## config.mk

```make
export PLATFORM = sky130hd
export DESIGN_NAME = mitll_xort_mon
export DESIGN_NICKNAME = d
export VERILOG_FILES = /design/src/rtl/xort_mon_pkg.sv /design/src/rtl/toggle_pulse_det.sv /design/src/rtl/mitll_xort_mon.sv
export SDC_FILE = /design/constraint.sdc
export NUM_CORES = 1
export LEC_CHECK = 0
export CAP_MARGIN = 20
export CORE_MARGIN = 3
export CORE_UTILIZATION = 52
export CTS_CLUSTER_SIZE = 10
export DETAILED_ROUTE_END_ITERATION = 16
export PLACE_DENSITY = 0.79
export SLEW_MARGIN = 20
export SYNTH_ARGS = -nofsm -noshare
export SYNTH_HDL_FRONTEND = slang
export SYNTH_SLANG_ARGS = --single-unit
```

## constraint.sdc

```tcl
create_clock -name clk -period 3.1 [get_ports clk]
set_clock_uncertainty 0.15 [all_clocks]
set_input_delay 0.62 -clock clk [delete_from_list [all_inputs] [get_ports clk]]
set_output_delay 0.62 -clock clk [all_outputs]
set_load 0.05 [all_outputs]
```

## src/rtl/xort_mon_pkg.sv

```systemverilog
// Shared encodings for the XOR-T output monitor: model states, error codes
// and the input-absorb rule of the cell's two storage loops.
package xort_mon_pkg;

  typedef enum logic [1:0] {
    ST_IDLE   = 2'd0,
    ST_HAVE_A = 2'd1,
    ST_HAVE_B = 2'd2,
    ST_BOTH   = 2'd3
  } state_t;

  localparam logic [1:0] ERR_NONE     = 2'd0;
  localparam logic [1:0] ERR_MISSED   = 2'd1;
  localparam logic [1:0] ERR_SPURIOUS = 2'd2;
  localparam logic [1:0] ERR_DOUBLE   = 2'd3;

  // Each loop stores at most one flux quantum, so input pulses only ever set bits.
  function automatic state_t absorb(input state_t s, input logic pa, input logic pb);
    logic ha;
    logic hb;
    ha = (s == ST_HAVE_A) || (s == ST_BOTH) || pa;
    hb = (s == ST_HAVE_B) || (s == ST_BOTH) || pb;
    return state_t'({hb, ha});
  endfunction

endpackage

```

## src/rtl/toggle_pulse_det.sv

```systemverilog
// Toggle-to-pulse converter for one SFQ line: optional 2-flop synchronizer
// (XORT_MON_SYNC_EN) followed by a previous-sample compare, registered pulse out.
module toggle_pulse_det (
  input  logic clk,
  input  logic rst,
  input  logic din,
  output logic pulse
);

  logic samp;
  logic prev;

`ifdef XORT_MON_SYNC_EN
  logic meta;
  logic sync;

  always_ff @(posedge clk) begin
    if (rst) begin
      meta <= din;
      sync <= din;
    end else begin
      meta <= din;
      sync <= meta;
    end
  end

  assign samp = sync;
`else
  assign samp = din;
`endif

  // Reset captures the live level so the first sample after reset is not a pulse.
  always_ff @(posedge clk) begin
    if (rst) begin
      prev  <= din;
      pulse <= 1'b0;
    end else begin
      prev  <= samp;
      pulse <= samp ^ prev;
    end
  end

endmodule

```

## src/rtl/mitll_xort_mon.sv

```systemverilog
// Output-side checker for the clocked XOR-T cell: cycle-accurate cell model plus
// an expected-pulse window tracker. XORT_MON_SYNC_EN adds input synchronizers.
module mitll_xort_mon #(
  parameter int WINDOW = 8,
  parameter int CNT_W  = 16
) (
  input  logic             clk,
  input  logic             rst,
  input  logic             a,
  input  logic             b,
  input  logic             sfq_clk,
  input  logic             out,
  output logic [1:0]       state,
  output logic             exp_pulse,
  output logic             err,
  output logic [1:0]       err_code,
  output logic [CNT_W-1:0] ok_cnt,
  output logic [CNT_W-1:0] err_cnt
);

  import xort_mon_pkg::*;

  localparam logic [7:0]       WIN_LOAD = 8'(WINDOW);
  localparam logic [CNT_W-1:0] CNT_ONE  = {{(CNT_W-1){1'b0}}, 1'b1};

  logic pa, pb, pc, po;

  toggle_pulse_det u_det_a (.clk(clk), .rst(rst), .din(a),       .pulse(pa));
  toggle_pulse_det u_det_b (.clk(clk), .rst(rst), .din(b),       .pulse(pb));
  toggle_pulse_det u_det_c (.clk(clk), .rst(rst), .din(sfq_clk), .pulse(pc));
  toggle_pulse_det u_det_o (.clk(clk), .rst(rst), .din(out),     .pulse(po));

  state_t     st;
  state_t     st_clk;
  state_t     st_nxt;
  logic       exp_nxt;
  logic [7:0] win;
  logic       pending;
  logic [7:0] win_nxt;
  logic       pend_nxt;
  logic       err_nxt;
  logic [1:0] code_nxt;
  logic       ok_hit;

  function automatic logic [CNT_W-1:0] sat_inc(input logic [CNT_W-1:0] v);
    return (&v) ? v : v + CNT_ONE;
  endfunction

  // The clock pulse reads the pre-sample state; data pulses land on the post-clock state.
  always_comb begin
    exp_nxt = pc && ((st == ST_HAVE_A) || (st == ST_HAVE_B));
    st_clk  = pc ? ST_IDLE : st;
    st_nxt  = absorb(st_clk, pa, pb);
  end

  always_comb begin
    err_nxt  = 1'b0;
    code_nxt = ERR_NONE;
    ok_hit   = 1'b0;
    pend_nxt = pending;
    win_nxt  = win;
    if (exp_nxt) begin
      if (pending) begin
        err_nxt  = 1'b1;
        code_nxt = ERR_DOUBLE;
      end
      if (po) begin
        ok_hit   = 1'b1;
        pend_nxt = 1'b0;
        win_nxt  = 8'd0;
      end else begin
        pend_nxt = 1'b1;
        win_nxt  = WIN_LOAD;
      end
    end else if (po) begin
      if (pending) begin
        ok_hit   = 1'b1;
        pend_nxt = 1'b0;
        win_nxt  = 8'd0;
      end else begin
        err_nxt  = 1'b1;
        code_nxt = ERR_SPURIOUS;
      end
    end else if (pending) begin
      // Expiry on the last window cycle makes MISSED land exactly WINDOW after exp_pulse.
      if (win <= 8'd1) begin
        err_nxt  = 1'b1;
        code_nxt = ERR_MISSED;
        pend_nxt = 1'b0;
        win_nxt  = 8'd0;
      end else begin
        win_nxt = win - 8'd1;
      end
    end
  end

  always_ff @(posedge clk) begin
    if (rst) begin
      st        <= ST_IDLE;
      exp_pulse <= 1'b0;
      err       <= 1'b0;
      err_code  <= ERR_NONE;
      ok_cnt    <= '0;
      err_cnt   <= '0;
      pending   <= 1'b0;
      win       <= 8'd0;
    end else begin
      st        <= st_nxt;
      exp_pulse <= exp_nxt;
      err       <= err_nxt;
      err_code  <= code_nxt;
      pending   <= pend_nxt;
      win       <= win_nxt;
      if (ok_hit)  ok_cnt  <= sat_inc(ok_cnt);
      if (err_nxt) err_cnt <= sat_inc(err_cnt);
    end
  end

  assign state = st;

endmodule

```

==> results.cfg, run 1 <==
[power_and_ir_drop]
leakagePower_nw = 0.995
comb_power_share_pct = 12.3
power.density_nw_per_um2 = 457
switching_power_mw = 0.367
p_int_mw = 1.04
ir_drop_uv = 344
seqPwrFrac_pct = 53.5
swShare_pct = 26.1
pwr-share-clk_pct = 34.2

[place]
place_inst = 375
hpwl_um = 3710
port_buffers = 43
gp_congestion = 0.797

[clock_tree]
cts_hold_buf = 0
cts_root_buf = clkbuf_8
numCtsBuffers = 5
clkTransAtPathRegs_ns = 0.10
post_cts_buffers = 0
clk_latency_ns = 0.31
clock_sinks = 55
htree_levels = 2
post_cts_resized = 0
clockBufferDepth = 2
cts_tree = done

[drt]
avgViaCountPerCell = 5.88
dr_total_vias = 2251
drc_errors = 0
routed_wl_um = 5230
dr_wl_met2_um = 2430
routed.top_layer = met4
initialDrtViolationCount = 155
routedWlPerCell_um = 13.7
drt-met1-wl_um = 2490
first_pass_iters = 4
ant_nets = 0
met3_length_um = 240

[sta]
min_period_ns = 2.49
timing.final.crit_share_pct = 80.4
tightest_slew_ns = 0.642
setup-tns-final_ns = 0
rsz0062_at_grt = false
slew_headroom_pct = 57.1
finalSetupViolations = 0
max_clock_freq_mhz = 401
hold_viol = 0
report.final.slew_viol_count = 0

[hold_path]
min_to = state[1]
hp-start = u_det_b.pulse
hold_depth = 2
hp-class = reg -> reg

[worst_setup_path]
r2r_slack_ns = 0.61
rr_worst_depth = 7
crit_type = reg -> reg
r2r-start = win[0]
crit_chain = inv_1 > ha_1 > or2_2 > nand3_2 > o311a_4 > nor4b_1 > mux2_2
cp-end-kind = flip-flop
cp_slowest_cell = o311a_4
max_stage_delay_ns = 0.46
startpoint_type = flip-flop
arrival_ns = 2.55
rr_endpoint = err_cnt[5]
crit_required_ns = 3.16
worstPathMaxFanout = 32

[logic_synthesis]
synth_seq_cells = 55
synth_cell_types = 41
ys_top_cells_by_count = dfxtp_1, a21oi_1, nor2_1
yosys-top-cells-area = dfxtp_1, a21oi_1, nor2_1, o21ai_0, or4_1
async_flop_share_pct = 0
synth_edf_count = 0
seq_area_frac_synth_pct = 44.4
synth_ff_type = dfxtp_1
yosysMostFrequentCell = dfxtp_1
synth.top_cell.area_share_pct = 44.4
syn_inst = 287
synthesis.nets = 297
syn-cell-area_um2 = 2480
synth_warnings = 0
yosysTopAreaCell = dfxtp_1
avgSynthCellArea_um2 = 8.65

[grt]
grt_start_max_net_pins = 33
antenna_found_initial = 0
grt_pass1_wl_um = 9070
grt_pass1_vias = 2070
track_usage_pct = 20.1
overflow = 0

[final_layout]
num_antenna_cells = 0
stdcell_count = 383
syn2layout_area_growth_pct = 23.9
nets = 340
drive_above_1_share_pct = 6.65

[die]
core_area_um2 = 4470
ios = 44
rows = 24
die_x_um = 75.1
die_y_um = 75.1
initial_core_util_pct = 55.5
die_area_um2 = 5640

[run_status]
status = complete, no violations

[run]
maxCapViolCount = 0
sequential cells by signal, summed over array words and instances, names as in the netlist:
signal	cells
err_code	2
u_det_o.pulse	1
err_cnt	16
u_det_a.pulse	1
u_det_o.prev	1
u_det_c.prev	1
state	2
u_det_c.pulse	1
pending	1
u_det_b.prev	1
u_det_b.pulse	1
win	8
ok_cnt	16
exp_pulse	1
err	1
u_det_a.prev	1
cells in the final DEF, fill, tap and decap left out, types with 2 or more instances in the layout:
cell type | Yosys | layout
buf_4 | 0 | 5
nor4b_1 | 3 | 3
ha_1 | 4 | 4
and3_1 | 3 | 3
clkdlybuf4s50_1 | 0 | 43
xor2_1 | 6 | 6
nor3_1 | 6 | 6
nor2_1 | 30 | 30
clkbuf_8 | 0 | 5
o31ai_1 | 11 | 11
nand2_1 | 13 | 13
and2_1 | 3 | 3
o211ai_1 | 3 | 3
o21ai_0 | 19 | 19
nand3_1 | 13 | 13
a21oi_1 | 33 | 33
and4_1 | 2 | 2
dfxtp_1 | 55 | 55
or2_2 | 3 | 3
nand4_1 | 11 | 11
xnor2_1 | 8 | 8
or4_1 | 12 | 12
or3_1 | 13 | 13
inv_1 | 7 | 7
per-stage QoR:
step	worst slack (ns)	instance area, µm²	utilization (%)	total power, mW	hold WS, ns
2_1_floorplan	0.571	2480	-	0.897	0.263
3_3_place_gp	0.740	2960	66.2	0.938	0.266
3_5_place_dp	0.641	2960	66.2	0.942	0.278
4_1_cts	0.628	3080	68.7	1.42	0.304
5_1_grt	0.490	3080	68.7	1.46	0.325
6_report	0.607	3080	68.7	1.41	0.300
cells by family (layout without fill, tap and decap cells):
logic type,after synthesis,in the layout,share of synthesized area [%]
AO/OA/AOI/OAI,75,75,18.1
XOR/XNOR,14,14,4.94
adder cells (fa/ha/maj),4,4,2.02
buffers and inverters,19,63,3.28
flip-flops,55,55,44.4
multiplexers,2,2,0.857
AND/OR/NAND/NOR,118,118,26.5
final cells by class:
class | instances | area, µm²
Clock inverter | 3 | 46.3
Inverter | 7 | 26.3
Clock buffer | 5 | 68.8
Sequential cell | 55 | 1100
Fill cell | 377 | 1400
Timing Repair Buffer | 48 | 468
Tap cell | 52 | 65.1
Multi-Input combinational cell | 213 | 1300
routing by layer:
metal  vias to the layer above  GRT usage, %
met5                         -             0
met2                        60          31.9
met4                         0          7.31
met1                      1040          27.1
met3                         7          4.01
li1                       1144             -
critical path, delay by kind of cell, from the launching register on:
| kind | cells | cell delay, ns |
|---|---|---|
| AOI/OAI and AO/OA | 1 | 0.46 |
| buffers and inverters | 1 | 0.09 |
| and+or+nand+nor | 3 | 0.72 |
| muxes | 1 | 0.38 |
| DFF | 1 | 0.36 |
| adders and majority gates | 1 | 0.22 |
power groups by stage:
stage / Combinational [mW] / Sequential [mW] / Clock, mW
final: 0.173 / 0.752 / 0.481
after global routing: 0.191 / 0.756 / 0.517
after CTS: 0.174 / 0.752 / 0.493
after detailed placement: 0.174 / 0.768 / 0
after global placement: 0.170 / 0.768 / 0
after floorplan: 0.108 / 0.789 / 0
worst max path at each step:
stage,from,endpoint,depth (start not counted)
2_1_floorplan,ok_cnt[0],ok_cnt[1],7
3_3_place_gp,rst,ok_cnt[14],4
3_5_place_dp,win[0],err_cnt[5],7
4_1_cts,ok_cnt[2],ok_cnt[2],1
5_1_grt,win[0],err_cnt[5],7
6_report,win[0],err_cnt[5],7
Power figures use the tool's default switching activity.
==> run 2: changes to the inputs <==
clock period = 2.5 ns   (was 3.1 ns; I/O delays follow)
==> run 2 against run 1 <==
Net effect: first-iteration DRC count rose by 23%; global-route usage grew 0.21 points; sequential cell count unchanged; worst hold slack gained 0.0019 ns; final area rose by 0.77%; combinational power up 33%; largest power group unchanged; highest routed layer unchanged.
==> results.cfg, run 2 (synthesized netlist as in run 1, its figures left out) <==
[final_layout]
num_antenna_cells = 0
multi_input_area_um2 = 1320
top_regs = err_cnt: 16 flops, ok_cnt: 16 flops, win: 8 flops
seq_area_um2 = 1100
nets = 345
drive_above_1_share_pct = 8.63
layout_common_cells = dfxtp_1, clkdlybuf4s50_1, a21oi_1
final_common_cell = dfxtp_1
syn2layout_area_growth_pct = 24.8
fillers = 374

[place]
hpwl_um = 3910
gp_congestion = 0.893
place_ws_ns = 0.141
port_buffers = 43

[drt]
drc_errors = 0
first_pass_iters = 4
dr_total_vias = 2325
ant_nets = 0
routed_wl_um = 5710
initialDrtViolationCount = 190
routedWlPerCell_um = 14.7
avgViaCountPerCell = 5.99

[die]
rows = 24
initial_core_util_pct = 55.5
ios = 44
die_area_um2 = 5640
die_y_um = 75.1
die_x_um = 75.1
core_area_um2 = 4470

[sta]
setup-tns-final_ns = 0
report.final.slew_viol_count = 0
finalSetupViolations = 0
timing.final.crit_share_pct = 93.8
min_period_ns = 2.35
slew_headroom_pct = 62.0
max_clock_freq_mhz = 426
hold_viol = 0
tightest_slew_ns = 0.568
rsz0062_at_grt = false
setup_slack_ns = 0.154

[grt]
grt_pass1_vias = 2062
grt_pass1_wl_um = 9130
overflow = 0
grt_start_max_net_pins = 33
track_usage_pct = 20.3
antenna_found_initial = 0

[run_status]
status = complete, no violations

[power_and_ir_drop]
switching_power_mw = 0.469
ir_drop_uv = 473
power.density_nw_per_um2 = 536
pwr-share-clk_pct = 30.0
p_int_mw = 1.19
seqPwrFrac_pct = 56.2
comb_power_share_pct = 13.8
leakagePower_nw = 1.01
swShare_pct = 28.2

[worst_setup_path]
cp-end-kind = flip-flop
crit_type = reg -> reg
arrival_ns = 2.40
worst-path-buf-inv = 1
cp_slowest_cell = o311a_4
worstPathMaxFanout = 16
r2r_slack_ns = 0.15
crit_chain = inv_1 > ha_1 > or2_2 > nand3_2 > o311a_4 > nor4b_2 > mux2_2
max_stage_delay_ns = 0.48
path_depth = 7
startpoint = win[0]
crit_required_ns = 2.56
cp_top_family = simple AND/OR/NAND/NOR gates
rr_worst_depth = 7
startpoint_type = flip-flop
r2r-start = win[0]
rr_endpoint = err_cnt[5]

[clock_tree]
htree_levels = 2
clockBufferDepth = 2
clkTransAtPathRegs_ns = 0.11
cts_tree = done
clk_latency_ns = 0.31
cts_root_buf = clkbuf_8
numCtsBuffers = 5
cts_hold_buf = 0
clock_sinks = 55

[hold_path]
hold_depth = 2
hp-class = reg -> reg
min_to = state[0]
hp-start = u_det_a.pulse

[run]
maxCapViolCount = 0
[run 2: final cells by class]
cell class,instances,area share (%)
repair buffers,52,16.1
inverters,7,0.848
multi-input cells,214,42.5
flip-flops and latches,55,35.6
clock inverters,2,0.525
clock buffers,6,2.34
well taps,52,2.10
[run 2: power by group through the flow]
stage	logic, mW	registers [mW]	clock network, mW
after floorplan	0.134	0.978	0
after global placement	0.215	0.951	0
after detailed placement	0.219	0.953	0
after CTS	0.220	0.933	0.508
after global routing	0.255	0.937	0.530
final	0.230	0.933	0.498
[run 2: worst max-delay path by stage]
| stage | endpoint |
|---|---|
| floorplan | ok_cnt[1] |
| global placement | err_cnt[5] |
| detailed placement | err_cnt[5] |
| CTS | err_cnt[5] |
| global route | err_cnt[5] |
| finish | err_cnt[5] |
[run 2: metrics by stage]
| stage | instance area [µm²] | hold WS (ns) | instances | power (mW) | util (%) |
|---|---|---|---|---|---|
| finish | 3100 | 0.302 | 388 | 1.66 | 69.3 |
| detailed placement | 2990 | 0.285 | 379 | 1.17 | 66.9 |
| CTS | 3080 | 0.308 | 387 | 1.66 | 68.9 |
| global route | 3100 | 0.347 | 388 | 1.72 | 69.3 |
| global placement | 2990 | 0.269 | 379 | 1.17 | 66.9 |
| floorplan | 2480 | 0.263 | 287 | 1.11 | - |
[run 2: what timing repair did]
action,CTS,global route
buffers inserted,0,0
setup endpoints to repair,0,1
resized for setup,0,1
hold endpoints to repair,0,0
[run 2: worst register-to-register path: stages (launching register included)]
cell     delay, ns
dfxtp_1       0.36
inv_1         0.08
ha_1          0.22
or2_2         0.15
nand3_2       0.15
o311a_4       0.48
nor4b_2       0.30
mux2_2        0.35
[run 2: routing by layer]
metal	wire length, µm	up-vias	GRT usage (%)
met3	282	6	4.01
met1	2540	1091	26.8
li1	-	1162	-
met5	0	-	0
met2	2830	66	34.1
met4	65	0	4.74
==> RTL edit (settings of run 1) <==
Register the output `ok_cnt` once more; this adds one clock of latency there. The other outputs are not delayed to match.
--- a/src/rtl/mitll_xort_mon.sv
+++ b/src/rtl/mitll_xort_mon.sv
@@ -24,2 +24,4 @@
   localparam logic [CNT_W-1:0] CNT_ONE  = {{(CNT_W-1){1'b0}}, 1'b1};
+
+  logic [CNT_W-1:0] ok_cnt_s0;
 
@@ -102,3 +104,3 @@
       err_code  <= ERR_NONE;
-      ok_cnt    <= '0;
+      ok_cnt_s0 <= '0;
       err_cnt   <= '0;
@@ -113,3 +115,3 @@
       win       <= win_nxt;
-      if (ok_hit)  ok_cnt  <= sat_inc(ok_cnt);
+      if (ok_hit)  ok_cnt_s0 <= sat_inc(ok_cnt_s0);
       if (err_nxt) err_cnt <= sat_inc(err_cnt);
@@ -120,2 +122,6 @@
 
+  always_ff @(posedge clk) begin
+    ok_cnt <= ok_cnt_s0;
+  end
+
 endmodule
Check against the original RTL: not equivalent (a bounded check fails within 4 cycles, from zero or initial values and one cycle with rst high).
==> RTL edit against run 1 <==
  * Wire length rose by 8.7%
  * Sequential cell count rose by 16
  * Total power rose by 32%
  * Critical path type unchanged
  * Critical path depth did not move
  * Cell area rose by 16%
  * Sequential share of layout area rose by 4.2 points
  * Critical endpoint unchanged
  * Synthesized area rose by 16%
  * Fmax fell by 1.8%
  * Worst setup slack got worse by 0.047 ns
==> RTL edit: results (changes against run 1) <==
run status=finished, final reports clean; synth cell count leaders=dfxtp_1 (71), a21oi_1 (29), nor2_1 (26); CP max FO=30 (-6.3%); Distinct cells, synth=50 (+22%); placed cells=413 (+10%); Synth area leaders=dfxtp_1 (49%), a21oi_1 (5.0%), nor2_1 (3.4%); I/O Buffers=43 (unchanged); yosys warns=0 (unchanged); final non-filler cell total=428 (+12%); CTS H-Tree Depth=3 (+1); area of placed instances=3341 µm² (+13%); vias in the first global route=2211 (+6.8%); Synth Net Count=321 (+8.1%); CP max stage delay=0.67 ns (+0.21 ns); hold endpoint=ok_cnt[5]$_DFF_P_; DRT iter0 DRCs=143 (-7.7%); Root Buffer=clkbuf_8; largest net degree at the start of global routing=34 (+3.0%); maximum vdd drop=0.0003361 V (-2.2%); static leakage=1.234 nW (+24%); routability cong.=0.9307 (+17%); Vias/cell=5.734 (-2.4%); Hold Path Cell Cnt=0 (-2); Worst-path clk slew=0.07 ns (-0.03 ns); internal power=1.437 mW (+38%); CP Data Arrival Time=2.61 ns (+0.06 ns); ant diodes=0 (unchanged); Top Registers=err_cnt (16), ok_cnt (16), ok_cnt_s0 (16); Slowest cell on crit path=o211a_1; asr flop ratio synth=0 (unchanged); DR WL/cell=13.29 µm (-2.7%); gr usage total=0.1883 (-0.01251); Inserted Clock Buffers=9 (+4); FF-to-FF Start=win[0]$_SDFFE_PP0P_; Seq/Total Area, Yosys=0.4941 (+0.05058); Clock Tree Buf Depth=2 (unchanged); # fillers=423 (+12%); Synth Instances=311 (+8.4%); fraction of layout cells with a size suffix above 1=0.06704 (+0.0005738); Worst-Margin Slew=0.7407 ns (+0.09849 ns); dpl ws=0.5624 ns (-0.07875 ns); final net count=364 (+7.1%); HPWL Detailed=3866 µm (+4.1%); hold path start=ok_cnt_s0[5]$_SDFFE_PP0P_; first-pass GRT wire length=9508 µm (+4.9%); later-pin clock latency in the skew report=0.34 ns (+0.03 ns)
[RTL edit: changes by cell type after synthesis, sizes merged, moves of 3 or more]
cell	run 1	this run
nor4b	3	0
clkbuf	9	5
nand2b	0	3
a311oi	0	3
xor2	6	3
a21oi	33	29
and3	3	7
o21ai	20	14
nor2b	1	4
buf	3	8
nand2	13	17
dfxtp	55	71
[RTL edit: cells by family after synthesis]
kind of cell | Yosys count | synth area share
fa+ha+maj | 4 | 0.01740
simple gates | 125 | 0.2392
flops | 71 | 0.4941
compound gates | 77 | 0.1718
buf+inv | 20 | 0.03132
mux | 5 | 0.01870
xor+xnor | 9 | 0.02740
[RTL edit: critical path: cells and delay by family (launching register included)]
kind | cells | cell delay [ns]
compound gates | 1 | 0.67
simple gates | 3 | 0.54
flops | 1 | 0.38
mux | 1 | 0.34
fa+ha+maj | 1 | 0.25
buf+inv | 1 | 0.09
[RTL edit: worst max path at each step]
stage / from / to / slack [ns] / depth (start not counted)
final: win[0]$_SDFFE_PP0P_ / err_cnt[5]$_SDFFE_PP0P_ / 0.56 / 7
after global routing: win[0]$_SDFFE_PP0P_ / err_cnt[5]$_SDFFE_PP0P_ / 0.30 / 7
after CTS: win[0]$_SDFFE_PP0P_ / err_cnt[5]$_SDFFE_PP0P_ / 0.55 / 7
after detailed placement: win[0]$_SDFFE_PP0P_ / err_cnt[5]$_SDFFE_PP0P_ / 0.56 / 7
after global placement: win[0]$_SDFFE_PP0P_ / err_cnt[5]$_SDFFE_PP0P_ / 0.64 / 7
after floorplan: state[0]$_SDFF_PP0_ / err_cnt[5]$_SDFFE_PP0P_ / 0.89 / 6
[RTL edit: stage by stage]
step	power, mW	utilization	hold slack (ns)
after CTS	1.869	0.6782	0.2358
after global routing	1.912	0.6782	0.2526
after floorplan	1.055	-	0.2020
after global placement	1.083	0.6378	0.2139
after detailed placement	1.086	0.6378	0.2179
final	1.854	0.6782	0.2346
[RTL edit: power groups by stage]
stage	registers, mW	logic [mW]	clock network (mW)
2_1_floorplan	0.985	0.0692	0
3_3_place_gp	0.965	0.118	0
3_5_place_dp	0.965	0.120	0
4_1_cts	0.945	0.121	0.804
5_1_grt	0.946	0.132	0.834
6_report	0.945	0.120	0.789
[RTL edit: layout make-up]
class                      instances  area (µm²)  area share
clock buffer                      11       141.4     0.03980
tap                               70       87.58     0.02466
clock inverter                     4       70.07     0.01973
multi-input combinational        220        1365      0.3843
sequential                        71        1421      0.4001
timing repair buffer              45       440.4      0.1240
inverter                           7       26.28    0.007397
[RTL edit: metal layers]
metal	track usage	routed length (µm)	vias up	part of all wire
met5	0	0	-	0
met4	0.09966	110	0	0.019
met3	0.04036	234	9	0.041
met2	0.3121	2702	64	0.48
met1	0.2273	2639	1152	0.46
li1	-	-	1229	-
